**config.mk**
```make
export PLATFORM = sky130hd
export DESIGN_NAME = memory_stage
export DESIGN_NICKNAME = d
export VERILOG_FILES = /design/src/rtl/memory_stage.sv
export SDC_FILE = /design/constraint.sdc
export NUM_CORES = 1
export LEC_CHECK = 0
export CORE_AREA = 4 4 120 122
export DETAILED_ROUTE_END_ITERATION = 12
export DIE_AREA = 0 0 124 126
export PLACE_DENSITY_LB_ADDON = 0.12
export SETUP_SLACK_MARGIN = 0.5
export SYNTH_ARGS = -nofsm -noshare
export SYNTH_HDL_FRONTEND = slang
export SYNTH_SLANG_ARGS = --single-unit
```
**constraint.sdc**
```tcl
create_clock -name clk -period 5.83 [get_ports clk]
set_clock_uncertainty 0.2 [all_clocks]
set_input_delay 1.4575 -clock clk [delete_from_list [all_inputs] [get_ports clk]]
set_output_delay 1.4575 -clock clk [all_outputs]
set_load 0.02 [all_outputs]
```
**src/rtl/memory_stage.sv**
```systemverilog
// Memory stage: word loads/stores over a req/ready data port, stall generation
// for the hazard unit, and the MEM/WB pipeline register.
module memory_stage #(
    parameter int TIMEOUT = 16,
    parameter int CNT_W   = 8
) (
    input  logic        clk,
    input  logic        srst,
    input  logic [31:0] alu_result_m,
    input  logic [31:0] write_data_m,
    input  logic [31:0] pc_plus4_m,
    input  logic [4:0]  rd_m,
    input  logic [1:0]  result_src_m,
    input  logic        mem_write_m,
    input  logic        reg_write_m,
    output logic        dmem_req,
    output logic        dmem_we,
    output logic [31:0] dmem_addr,
    output logic [31:0] dmem_wdata,
    input  logic [31:0] dmem_rdata,
    input  logic        dmem_ready,
    output logic        stall_m,
    output logic        misalign_err,
    output logic        bus_err,
    output logic [31:0] alu_result_w,
    output logic [31:0] read_data_w,
    output logic [31:0] pc_plus4_w,
    output logic [4:0]  rd_w,
    output logic [1:0]  result_src_w,
    output logic        reg_write_w
);

    typedef enum logic {
        S_IDLE,
        S_WAIT
    } state_t;

    localparam logic [CNT_W-1:0] TMO = CNT_W'(TIMEOUT);

    state_t           state;
    logic [CNT_W-1:0] wcnt;

    logic load;
    logic store;
    logic access;
    logic aligned;
    logic req_c;
    logic done;
    logic tmo_hit;
    logic bubble;

    always_comb begin
        load    = (result_src_m == 2'b01);
        store   = mem_write_m;
        access  = load | store;
        aligned = (alu_result_m[1:0] == 2'b00);
        req_c   = 1'b0;
        unique case (1'b1)
            (state == S_IDLE): req_c = access & aligned;
            (state == S_WAIT): req_c = 1'b1;
            default:           req_c = 1'b0;
        endcase
        tmo_hit = (TIMEOUT != 0) && (state == S_WAIT)
                  && !dmem_ready && (wcnt == TMO);
        // Reset overrides every handshake/status output immediately
        dmem_req     = req_c & ~srst;
        done         = dmem_req & dmem_ready;
        stall_m      = dmem_req & ~dmem_ready & ~tmo_hit;
        misalign_err = ~srst & (state == S_IDLE) & access & ~aligned;
        bus_err      = ~srst & tmo_hit;
        bubble       = stall_m | misalign_err | bus_err;
    end

    assign dmem_we    = store;
    assign dmem_addr  = alu_result_m;
    assign dmem_wdata = write_data_m;

    always_ff @(posedge clk) begin
        if (srst) begin
            state        <= S_IDLE;
            wcnt         <= '0;
            alu_result_w <= '0;
            read_data_w  <= '0;
            pc_plus4_w   <= '0;
            rd_w         <= '0;
            result_src_w <= '0;
            reg_write_w  <= 1'b0;
        end else begin
            unique case (state)
                S_IDLE: begin
                    if (dmem_req && !dmem_ready) begin
                        state <= S_WAIT;
                        wcnt  <= CNT_W'(1);
                    end
                end
                S_WAIT: begin
                    if (dmem_ready || tmo_hit) begin
                        state <= S_IDLE;
                        wcnt  <= '0;
                    end else begin
                        wcnt <= wcnt + CNT_W'(1);
                    end
                end
                default: begin
                    state <= S_IDLE;
                    wcnt  <= '0;
                end
            endcase

            if (bubble) begin
                alu_result_w <= '0;
                read_data_w  <= '0;
                pc_plus4_w   <= '0;
                rd_w         <= '0;
                result_src_w <= '0;
                reg_write_w  <= 1'b0;
            end else begin
                alu_result_w <= alu_result_m;
                read_data_w  <= (load && done) ? dmem_rdata : '0;
                pc_plus4_w   <= pc_plus4_m;
                rd_w         <= rd_m;
                result_src_w <= result_src_m;
                reg_write_w  <= reg_write_m;
            end
        end
    end

endmodule

```
==> impl_metrics.env, run 1 <==
export IMPL_status="finished, final reports clean"
export IMPL_cp_max_fo=4
export IMPL_htree_levels=4
export IMPL_p_sw_uw=446
export IMPL_grtUsageTotal=0.152
export IMPL_power_frac_clock=0.486
export IMPL_rsz0062_at_grt="no"
export IMPL_end_kind="output pin"
export IMPL_postCtsResizedCells=0
export IMPL_drtAntennaViolNets=0
export IMPL_tritoncts="done"
export IMPL_ys_ff_latch=113
export IMPL_crit_arrival_ps=3530
export IMPL_placed_area_um2=6060
export IMPL_synth_xor_area_share=0.00455
export IMPL_worstPathRequired_ps=4170
export IMPL_yosys_area_share_simple=0.223
export IMPL_clockRootBuffer="clkbuf_16"
export IMPL_syn_inst=353
export IMPL_syn2layout_area_growth_pct=72.0
export IMPL_clkTransAtPathRegs_ps=50
export IMPL_finalSetupTns_ps=0
export IMPL_cts_hold_repair_buffers=0
export IMPL_synth_nets=495
export IMPL_overflow=0
export IMPL_fp_dieW_um=124
export IMPL_antenna_found_initial=0
export IMPL_firstDrtPassIters=4
export IMPL_die_area_um2=15600
export IMPL_fin_crit_sh=0.890
export IMPL_pwr_density_cell_nw_per_um2=307
export IMPL_max_cap_violations=0
export IMPL_layout_cells_non_filler=735
export IMPL_grt_max_degree=40
export IMPL_num_vias=3022
export IMPL_dr_first_iter_drc_count=85
export IMPL_diodes=0
export IMPL_via_per_inst=4.11
export IMPL_ys_top_cells_by_area="dfxtp_1 (59%), and2_1 (17%), buf_4 (13%)"
export IMPL_synth_seq_area_share=0.587
export IMPL_drive_gt1_frac=0.0644
export IMPL_cts_made_buffers=17
export IMPL_start_util=0.292
export IMPL_yosysMostFrequentCell="dfxtp_1"
export IMPL_wl_per_cell_um=16.1
export IMPL_fin_area_um2=6630
export IMPL_post_cts_buffers=0
export IMPL_drt_total_wl_um=11800
export IMPL_power_frac_seq=0.397
export IMPL_synth_adder_area_share=0.00649
export IMPL_drv_slew=0
export IMPL_yosysWarnings=0
export IMPL_path_class="input port to output pin"
export IMPL_dpl_cell_count=703
export IMPL_timing_hold_ws_ps=330
export IMPL_power_frac_comb=0.117
export IMPL_portBuffers=248
export IMPL_sw_frac_of_total=0.219
export IMPL_drc=0
export IMPL_rows=42
export IMPL_maxSlewHeadroom=0.300
export IMPL_synth_edff_count=0
export IMPL_synth_top_area_share=0.587
export IMPL_die_h_um=126
export IMPL_async_reset_ff_frac=0
export IMPL_synthesis_area_um2=3850
export IMPL_setup_viol=0
export IMPL_clk_latency_ps=400
export IMPL_muxShareOfSynthArea=0
export IMPL_synth_compound_area_frac=0.0383
export IMPL_finalNetCount=688
export IMPL_internal_power_uw=1590
export IMPL_synth_top_family_by_area="simple AND/OR/NAND/NOR gates"
export IMPL_synth_top_cells_by_count="dfxtp_1 (113), and2_1 (105), buf_4 (65), clkbuf_1 (10), nand3_1 (8)"
export IMPL_ys_flop_type="dfxtp_1"
export IMPL_synth_largest_area_cell="dfxtp_1"
export IMPL_cts_buffer_depth=2
export IMPL_synth_avg_cell_area_um2=10.9
export IMPL_leakage_uw=0.00256
export IMPL_worst_pin_slew_ps=1050
export IMPL_place_congestion=0.722
export IMPL_grt_pass1_wl_um=17400
export IMPL_grt_pass1_vias=3152
export IMPL_max_freq_mhz=193
export IMPL_critPathLaunchType="input port"
export IMPL_cts_sinks=113
export IMPL_ys_types=32
export IMPL_hpwl_um=9260
export IMPL_irDropWorstVdd_mv=0.146
export IMPL_period_minus_slack_ps=5190
export IMPL_finalHoldViolations=0
export IMPL_io_pins=313
export IMPL_core_um2=13200
export IMPL_hold_class="flop to flop"
export IMPL_fin_util=0.503
export IMPL_fillers=1186
area by class of cell:
type                       count  area (um2)  area share
multi-input combinational    161        1060       0.161
inverter                       3        11.3     0.00170
tap                          176         220      0.0332
timing repair buffer         250        2500       0.377
clock buffer                  22         464      0.0700
sequential                   113        2260       0.341
clock inverter                10         110      0.0166
power by group through the flow:
stage               logic, uW  registers (uW)  clock network (uW)
global placement          241             822                   0
detailed placement        242             822                   0
CTS                       243             806                1020
global route              255             808                1060
finish                    239             806                 988
floorplan                96.2             855                   0
flip-flops by register name, indices dropped and copies added, names as in the netlist:
register	flops
state	1
reg_write_w	1
pc_plus4_w	32
rd_w	5
result_src_w	2
alu_result_w	32
wcnt	8
read_data_w	32
routing by layer:
layer | share of wire | wire, um | up-vias | global-route usage
li1 | - | - | 1445 | -
met1 | 0.34 | 4040 | 1351 | 0.143
met2 | 0.49 | 5790 | 198 | 0.258
met3 | 0.13 | 1560 | 28 | 0.0798
met4 | 0.035 | 414 | 0 | 0.0889
met5 | 0 | 0 | - | 0
path summary, 6_finish.rpt:
check,start,to,slack [ps],cells past startpoint
max,result_src_m[0],stall_m,640,6
min,wcnt[7],wcnt[7],330,1
max reg2reg,state,rd_w[3],3440,4
min reg2reg,wcnt[7],wcnt[7],330,1
cell families after synthesis:
logic type / count (synthesis)
buffers and inverters: 79
DFF: 113
xor gates and xnor gates: 2
and+or+nand+nor: 138
AOI/OAI and AO/OA: 19
adders and majority gates: 2
cell usage in the layout (no fill, tap or decap), types with 3 or more instances in the layout:
cell               n
and2_1           105
clkbuf_16         17
a22o_1             3
a21oi_1            3
nand3_1            8
or3_1              3
clkinv_2           5
inv_1              3
a31oi_1            4
nor2_1             4
dfxtp_1          113
clkdlybuf4s50_1  248
clkbuf_1           3
nand2_1            4
stage by stage:
step                power, uW  worst slack, ps
global placement         1060              715
finish                   2030              639
global route             2120              533
CTS                      2070              649
floorplan                 951             1480
detailed placement       1060              685
worst max-delay path, cell delays in order:
cell and delay (ps):
clkdlybuf4s50_1 480, nor2b_1 250, nor2_1 90, o31a_1 290
nor4b_1 300, clkdlybuf4s50_1 670
No activity file was read; power rests on OpenSTA's default activity.
==> run 2, diff against run 1 <==
PLACE_DENSITY = 0.73   (was unset)
PLACE_DENSITY_LB_ADDON = unset   (was 0.12)
TNS_END_PERCENT = 5   (was unset)
clock period = 5.68 ns   (was 5.83 ns; I/O delays follow)
==> run 2 against run 1 <==
  * First-iteration DRC count increased by 74%
  * Sequential share of layout area shrank 0.16 points
  * Core utilization is 0.24 points higher
  * Clock power up 5%
  * Design area rose by 0.47%
  * Clock-buffer cell count shrank 3
  * Via count grew 2.3%
==> impl_metrics.env, run 2 (synthesis results as in run 1) <==
export IMPL_grt_max_degree=43
export IMPL_cts_sinks=113
export IMPL_fp_dieW_um=124
export IMPL_reg2reg_from="state"
export IMPL_max_cap_violations=0
export IMPL_hold_class="flop to flop"
export IMPL_wl_per_cell_um=15.9
export IMPL_drc=0
export IMPL_place_congestion=0.787
export IMPL_cp_max_fo=4
export IMPL_critPathLaunchType="input port"
export IMPL_layout_commonest_cell="clkdlybuf4s50_1"
export IMPL_r2r_cells=4
export IMPL_clk_latency_ps=400
export IMPL_tritoncts="done"
export IMPL_layout_common_cells="clkdlybuf4s50_1 (247), dfxtp_1 (113), and2_1 (105)"
export IMPL_diodes=0
export IMPL_register_area_um2=2260
export IMPL_reg_top3="alu_result_w: 32 flops, pc_plus4_w: 32 flops, read_data_w: 32 flops"
export IMPL_leakage_uw=0.00258
export IMPL_path_class="input port to output pin"
export IMPL_max_freq_mhz=203
export IMPL_grt_pass1_wl_um=17300
export IMPL_end_kind="output pin"
export IMPL_finalHoldViolations=0
export IMPL_dr_first_iter_drc_count=148
export IMPL_clkTransAtPathRegs_ps=50
export IMPL_irDropWorstVdd_mv=0.177
export IMPL_finalNetCount=690
export IMPL_period_minus_slack_ps=4930
export IMPL_maxSlewHeadroom=0.461
export IMPL_hold_depth=1
export IMPL_crit_arrival_ps=3310
export IMPL_syn2layout_area_growth_pct=72.9
export IMPL_crit_start="result_src_m[0]"
export IMPL_pwr_density_cell_nw_per_um2=318
export IMPL_hpwl_um=9280
export IMPL_fin_crit_sh=0.867
export IMPL_cts_buffer_depth=2
export IMPL_antenna_found_initial=0
export IMPL_r2r_end="alu_result_w[9]"
export IMPL_worst_r2r_setup_slack_ps=3380
export IMPL_power_frac_comb=0.116
export IMPL_setup_viol=0
export IMPL_worstHoldStart="wcnt[5]"
export IMPL_cts_hold_repair_buffers=0
export IMPL_die_h_um=126
export IMPL_drtAntennaViolNets=0
export IMPL_worstPathRequired_ps=4060
export IMPL_grtUsageTotal=0.146
export IMPL_rsz0062_at_grt="no"
export IMPL_portBuffers=248
export IMPL_die_area_um2=15600
export IMPL_overflow=0
export IMPL_num_vias=3092
export IMPL_cts_made_buffers=17
export IMPL_io_pins=313
export IMPL_power_frac_clock=0.493
export IMPL_drt_total_wl_um=11700
export IMPL_firstDrtPassIters=4
export IMPL_drive_gt1_frac=0.0713
export IMPL_timing_hold_ws_ps=345
export IMPL_clockRootBuffer="clkbuf_16"
export IMPL_status="finished, final reports clean"
export IMPL_power_frac_seq=0.391
export IMPL_p_sw_uw=487
export IMPL_via_per_inst=4.20
export IMPL_finalSetupTns_ps=0
export IMPL_grt_pass1_vias=3342
export IMPL_hold_end="wcnt[5]"
export IMPL_start_util=0.292
export IMPL_fillers=1163
export IMPL_drv_slew=0
export IMPL_sw_frac_of_total=0.230
export IMPL_rows=42
export IMPL_internal_power_uw=1630
export IMPL_worst_pin_slew_ps=807
export IMPL_htree_levels=4
export IMPL_multi_input_area_um2=1060
export IMPL_core_um2=13200
## run 2: cell types whose count changed in the layout (fill, tap and decap cells not counted)
cell / change
clkinvlp_4: +3
nor3b_2: +1
clkbuf_1: -2
inv_6: +4
clkinv_2: -5
clkdlybuf4s50_1: -1
clkinv_4: +1
clkbuf_8: -1
dlymetal6s2s_1: +1
nor3b_4: -1
buf_4: +2
## run 2: worst max-delay path by stage
stage                to  cells after the start
6_report       dmem_req                      6
2_1_floorplan   stall_m                      4
3_5_place_dp    stall_m                      6
4_1_cts         stall_m                      6
5_1_grt        dmem_req                      6
3_3_place_gp    stall_m                      6
## run 2: routing by layer
metal | GRT usage | share of wire | vias up
li1 | - | - | 1456
met1 | 0.127 | 0.32 | 1362
met2 | 0.255 | 0.49 | 254
met3 | 0.0937 | 0.16 | 20
met4 | 0.0760 | 0.025 | 0
met5 | 0 | 0 | -
## run 2: layout make-up
| type | count | share of cell area |
|---|---|---|
| clock buffer | 19 | 0.0665 |
| clock inverter | 13 | 0.0227 |
| inverter | 3 | 0.00169 |
| multi-input combinational | 161 | 0.159 |
| sequential | 113 | 0.340 |
| tap | 176 | 0.0331 |
| timing repair buffer | 252 | 0.378 |
## run 2: metrics by stage
| stage | total power (uW) | instances | utilization | instance area (um2) | worst slack (ps) |
|---|---|---|---|---|---|
| floorplan | 976 | 353 | - | 3850 | 1400 |
| global placement | 1090 | 705 | 0.460 | 6060 | 623 |
| detailed placement | 1090 | 705 | 0.460 | 6060 | 577 |
| CTS | 2150 | 737 | 0.505 | 6660 | 582 |
| global route | 2200 | 737 | 0.505 | 6660 | 606 |
| finish | 2120 | 737 | 0.505 | 6660 | 755 |
## run 2: what timing repair did
action,4_1_cts,5_1_grt
buffers inserted,0,0
endpoints found under the setup margin,0,1
resized for setup,0,1
## run 2: power by group through the flow
stage / Clock [uW] / Sequential, uW / Combinational [uW]
after detailed placement: 0 / 845 / 248
after floorplan: 0 / 877 / 98.8
after global routing: 1110 / 829 / 262
after global placement: 0 / 844 / 246
final: 1040 / 827 / 246
after CTS: 1070 / 827 / 250
## run 2: critical path, cell delays in order
cell and delay, ps:
clkdlybuf4s50_1 460, nor2b_1 240, nor2_1 100, o31a_1 280, nor2_1 150, clkdlybuf4s50_1 660
==> patch 1, RTL diff (flow settings as in run 1) <==
Put a register stage on the output `bus_err`, cleared by the reset. The value now appears one clock later. The other outputs are not delayed to match.
--- a/src/rtl/memory_stage.sv
+++ b/src/rtl/memory_stage.sv
@@ -39,2 +39,4 @@
 
+    logic bus_err_d;
+
     state_t           state;
@@ -69,4 +71,4 @@
         misalign_err = ~srst & (state == S_IDLE) & access & ~aligned;
-        bus_err      = ~srst & tmo_hit;
-        bubble       = stall_m | misalign_err | bus_err;
+        bus_err_d    = ~srst & tmo_hit;
+        bubble       = stall_m | misalign_err | bus_err_d;
     end
@@ -127,2 +129,10 @@
 
+    always_ff @(posedge clk) begin
+        if (srst) begin
+            bus_err <= '0;
+        end else begin
+            bus_err <= bus_err_d;
+        end
+    end
+
 endmodule
Behaviour: same outputs for any inputs over 10 cycles, from zero or initial values and one cycle with srst high; that may be too few to reach the edited logic, so the function may still have changed.
==> patch 1 against run 1 <==
- total power is 0.44% higher
- routed wire length is 1.8% higher
- combinational power hardly changed
- die area stayed put
- sequential cell count is 1 higher
- final area is 0.77% lower
- maximum frequency is 1.2% higher
- final cell count is 0.82% lower
- highest routed layer unchanged
- area after synthesis is 1.1% lower
- setup slack better by 0.062 ns
==> patch 1: results (changes against run 1) <==
----------------------------------------------------
[Status]
  Status ... finished clean (unchanged)

[Synth]
  Top post-synthesis cells by count ... dfxtp_1, and2_1, buf_4 (unchanged)
  Synth cell types ... 31 (was 32)
  Total nets after synthesis ... 492 (was 495)
  Xor/xnor cell area share of the yosys netlist ... 0.002297 (was 0.004545)
  Arithmetic-cell share of the synthesized area counting full adders, half adders and majority gates ... 0.006564 (was 0.006494)
  Sequential-to-total area share from yosys stat ... 0.5986 (was 0.5870)
  Average instance area after synthesis ... 10.89 sq um (was 10.92 sq um)

[Worst setup path]
  Maximum single-stage delay on the critical path ... 0.71 ns (was 0.67 ns)
  Worst reg2reg path endpoint ... pc_plus4_w[4]$_SDFF_PP0_ (was rd_w[3]$_SDFF_PP0_)

[Finish]
  Nets ... 685 (was 688)

[Detailed routing]
  Detailed router's first-iteration violation count ... 90 (was 85)
  Post-detailed-route wirelength per cell ... 16.48 um (was 16.06 um)
  Drt via density ... 4.086 (was 4.112)

[Place]
  GP Congestion ... 0.7620 (was 0.7219)
  Total placed cells including tap cells ... 700 (was 703)

[Power]
  Worst supply voltage drop on vdd ... 0.0001759 V (was 0.0001456 V)
  Clk pwr share ... 0.484 (was 0.486)
  NetSw ... 0.4291 mW (was 0.4456 mW)
  Pint ... 1.613 mW (was 1.587 mW)
  Static leakage power ... 2.543 nW (was 2.562 nW)

[Global routing]
  Met2 track demand over resource ... 0.2529 (was 0.2580)
  Maximum number of pins on one net before global-route repair ... 42 (was 40)
  Global-route wire length before repair ... 16,970 um (was 17,440 um)
  Overall track demand over capacity in global routing ... 0.1482 (was 0.1518)
  Met3 GRT Util ... 0.09327 (was 0.07982)

----------------------------------------------------
patch 1: worst max-delay path by stage:
| stage | start | end | slack (ns) |
|---|---|---|---|
| 2_1_floorplan | result_src_m[0] | stall_m | 1.32 |
| 3_3_place_gp | result_src_m[0] | stall_m | 0.78 |
| 3_5_place_dp | result_src_m[0] | stall_m | 0.66 |
| 4_1_cts | result_src_m[0] | stall_m | 0.65 |
| 5_1_grt | result_src_m[0] | stall_m | 0.53 |
| 6_report | result_src_m[0] | stall_m | 0.70 |
patch 1: through the flow:
stage,setup WS [ns],hold slack (ns)
final,0.7004,0.2780
after CTS,0.6527,0.2706
after global routing,0.5287,0.3180
after floorplan,1.317,0.2347
after global placement,0.7825,0.2601
after detailed placement,0.6566,0.2588
patch 1: area by class of cell:
class,instances,area (sq um),share of cell area
inverters,5,18.77,0.002853
clock inverters,5,77.57,0.01179
flip-flops and latches,114,2282,0.3469
multi-input cells,155,991.0,0.1506
repair buffers,250,2497,0.3796
clock buffers,24,491.7,0.07474
well taps,176,220.2,0.03347
==> patch 2, RTL diff (flow settings as in run 1) <==
Made on the original files. Change the parameter `CNT_W` from 8 to 10.
--- a/src/rtl/memory_stage.sv
+++ b/src/rtl/memory_stage.sv
@@ -4,3 +4,3 @@
     parameter int TIMEOUT = 16,
-    parameter int CNT_W   = 8
+    parameter int CNT_W   = 10
 ) (
Formal check against the unedited RTL: no difference found for any inputs over 10 cycles, from zero or initial values and one cycle with srst high; that may be too few to reach the edited logic, so the function may still have changed.
==> patch 2 against run 1 <==
- register-to-register slack better by 0.13 ns
- routed wire length increased by 1.7%
- final area up 1.1%
- final cell count rose by 1.1%
- sequential cell count increased by 2
- setup slack better by 0.031 ns
- area after synthesis up 1.9%
- sequential share of layout area up 0.23 points
- total power up 1.0%
- critical path type unchanged
- largest cell class unchanged
==> patch 2: results (changes against run 1) <==
----------------------------------------------------
[Status]
  Status ... finished clean (unchanged)

[Place]
  GP Congestion ... 0.8006 (was 0.7219)
  Total of buffers placed on input and output ports ... 248 (unchanged)
  Detailed-placement wirelength estimate ... 9469 um (was 9257 um)

[Global routing]
  Overall track demand over capacity in global routing ... 0.1499 (was 0.1518)
  Via count of the first global-routing pass ... 3,145 (was 3,152)
  Number of antenna violations at the first check in global routing ... 0 (unchanged)
  Global-route wire length before repair ... 17,390 um (was 17,440 um)
  Maximum number of pins on one net before global-route repair ... 43 (was 40)

[Synth]
  Proportion of register bits with asynchronous set or reset after synthesis ... 0 (unchanged)
  Yosys warning count ... 0 (unchanged)
  Cells taking the most area after synthesis ... dfxtp_1, and2_1, buf_4 (unchanged)
  Top post-synthesis cells by count ... dfxtp_1, and2_1, buf_4 (unchanged)
  Synth cell types ... 33 (was 32)
  Sequential-to-total area share from yosys stat ... 0.5860 (was 0.5870)
  Total nets after synthesis ... 508 (was 495)

[Detailed routing]
  Number of detailed-routing iterations run before antenna repair ... 4 (unchanged)
  Detailed router's first-iteration violation count ... 135 (was 85)
  Drt via density ... 4.166 (was 4.112)
  Detailed Route WL ... 12,010 um (was 11,800 um)
  # DRC ... 0 (unchanged)

[Clocking]
  Deepest level of the CTS H-tree ... 4 (unchanged)
  CTS buffer count ... 17 (unchanged)
  Insertion delay to the later sink of the worst-skew pair ... 0.40 ns (about the same)
  # Post-CTS Setup Buffers ... 0 (unchanged)
  Max Buffers Root-to-Sink ... 2 (unchanged)
  Clock tree root buffer cell ... clkbuf_16 (unchanged)
  Clock transition at the register clock pins on the worst setup and hold paths after CTS ... 0.05 ns (about the same)
  Post-CTS Hold Fix Bufs ... 0 (unchanged)
  PostCTS Resize Cnt ... 0 (unchanged)

[Finish]
  Antenna Diode Count ... 0 (unchanged)
  Count of fill cells added during filler insertion ... 1,190 (was 1,186)
  Nets ... 701 (was 688)
  Fraction of layout instances using a drive strength above 1 ... 0.05644 (was 0.06440)
  Largest regs ... alu_result_w: 32 flops, pc_plus4_w: 32 flops, read_data_w: 32 flops (unchanged)

[STA]
  Max-Slew Margin vs Limit ... 0.5524 (was 0.3002)
  Final hold violation count ... 0 (unchanged)
  Tightest hold margin ... 0.2997 ns (was 0.3301 ns)

[Worst setup path]
  Register-to-register setup slack ... 3.57 ns (was 3.44 ns)
  R2R depth ... 4 (unchanged)
  Worst reg2reg path endpoint ... pc_plus4_w[7]$_SDFF_PP0_ (was rd_w[3]$_SDFF_PP0_)
  Worst flop-to-flop path startpoint ... state$_SDFF_PP0_ (unchanged)
  Worst setup path endpoint ... stall_m (unchanged)
  Critical Path Start ... result_src_m[0] (unchanged)
  Largest fanout on the critical path ... 4 (unchanged)
  Critical path data arrival time ... 3.50 ns (was 3.53 ns)

[Job]
  Total of max-cap violations ... 0 (unchanged)

[Power]
  Static leakage power ... 2.606 nW (was 2.562 nW)
  Worst supply voltage drop on vdd ... 0.0001477 V (was 0.0001456 V)

[Min path]
  Min-delay worst type ... flip-flop to flip-flop (unchanged)

----------------------------------------------------
-- patch 2: area by class of cell --
class,count,area (sq um),share of cell area
inverter,3,11.26,0.001680
clock inverter,5,77.57,0.01158
timing repair buffer,250,2497,0.3727
tap,176,220.2,0.03286
clock buffer,22,494.2,0.07375
sequential,115,2302,0.3435
multi-input combinational,172,1099,0.1639
-- patch 2: logic make-up after synthesis --
| group | share of synthesized area |
|---|---|
| fa+ha+maj | 0.006368 |
| simple gates | 0.2287 |
| buf+inv | 0.1376 |
| xor+xnor | 0.004459 |
| flops | 0.5860 |
| compound gates | 0.03695 |
-- patch 2: worst min path at each step --
| stage | startpoint | end | cells after the start |
|---|---|---|---|
| 2_1_floorplan | wcnt[0]$_SDFFE_PP0P_ | wcnt[0]$_SDFFE_PP0P_ | 1 |
| 3_3_place_gp | wcnt[0]$_SDFFE_PP0P_ | wcnt[0]$_SDFFE_PP0P_ | 1 |
| 3_5_place_dp | wcnt[9]$_SDFFE_PP0P_ | wcnt[9]$_SDFFE_PP0P_ | 1 |
| 4_1_cts | wcnt[0]$_SDFFE_PP0P_ | wcnt[0]$_SDFFE_PP0P_ | 1 |
| 5_1_grt | wcnt[9]$_SDFFE_PP0P_ | wcnt[9]$_SDFFE_PP0P_ | 1 |
| 6_report | wcnt[0]$_SDFFE_PP0P_ | wcnt[0]$_SDFFE_PP0P_ | 1 |
-- patch 2: stage by stage --
step | cell area [sq um] | setup WS (ns) | util | power [mW] | instances
3_3_place_gp | 6130 | 0.7505 | 0.4647 | 1.077 | 716
4_1_cts | 6701 | 0.6985 | 0.5081 | 2.081 | 743
3_5_place_dp | 6130 | 0.7112 | 0.4647 | 1.077 | 716
2_1_floorplan | 3929 | 1.476 | - | 0.9659 | 366
5_1_grt | 6701 | 0.5596 | 0.5081 | 2.132 | 743
6_report | 6701 | 0.6700 | 0.5081 | 2.053 | 743
-- patch 2: layer usage --
metal,up-vias,global-route usage,share of wire
met5,-,0,0
met4,0,0.07023,0.025
met3,23,0.08296,0.15
met2,228,0.2612,0.49
met1,1353,0.1411,0.34
li1,1491,-,-
-- patch 2: where the power goes --
part           leakage [nW]  internal [mW]  switching, mW
logic                  1.39          0.140         0.0983
registers             0.937          0.814        0.00710
clock network         0.282          0.670          0.323
total                  2.61           1.62          0.429
-- patch 2: worst max-delay path, stage by stage --
cell	delay, ns
clkdlybuf4s50_1	0.47
nor2b_1	0.22
nor2_1	0.09
o31a_1	0.28
nor4b_1	0.30
clkdlybuf4s50_1	0.68
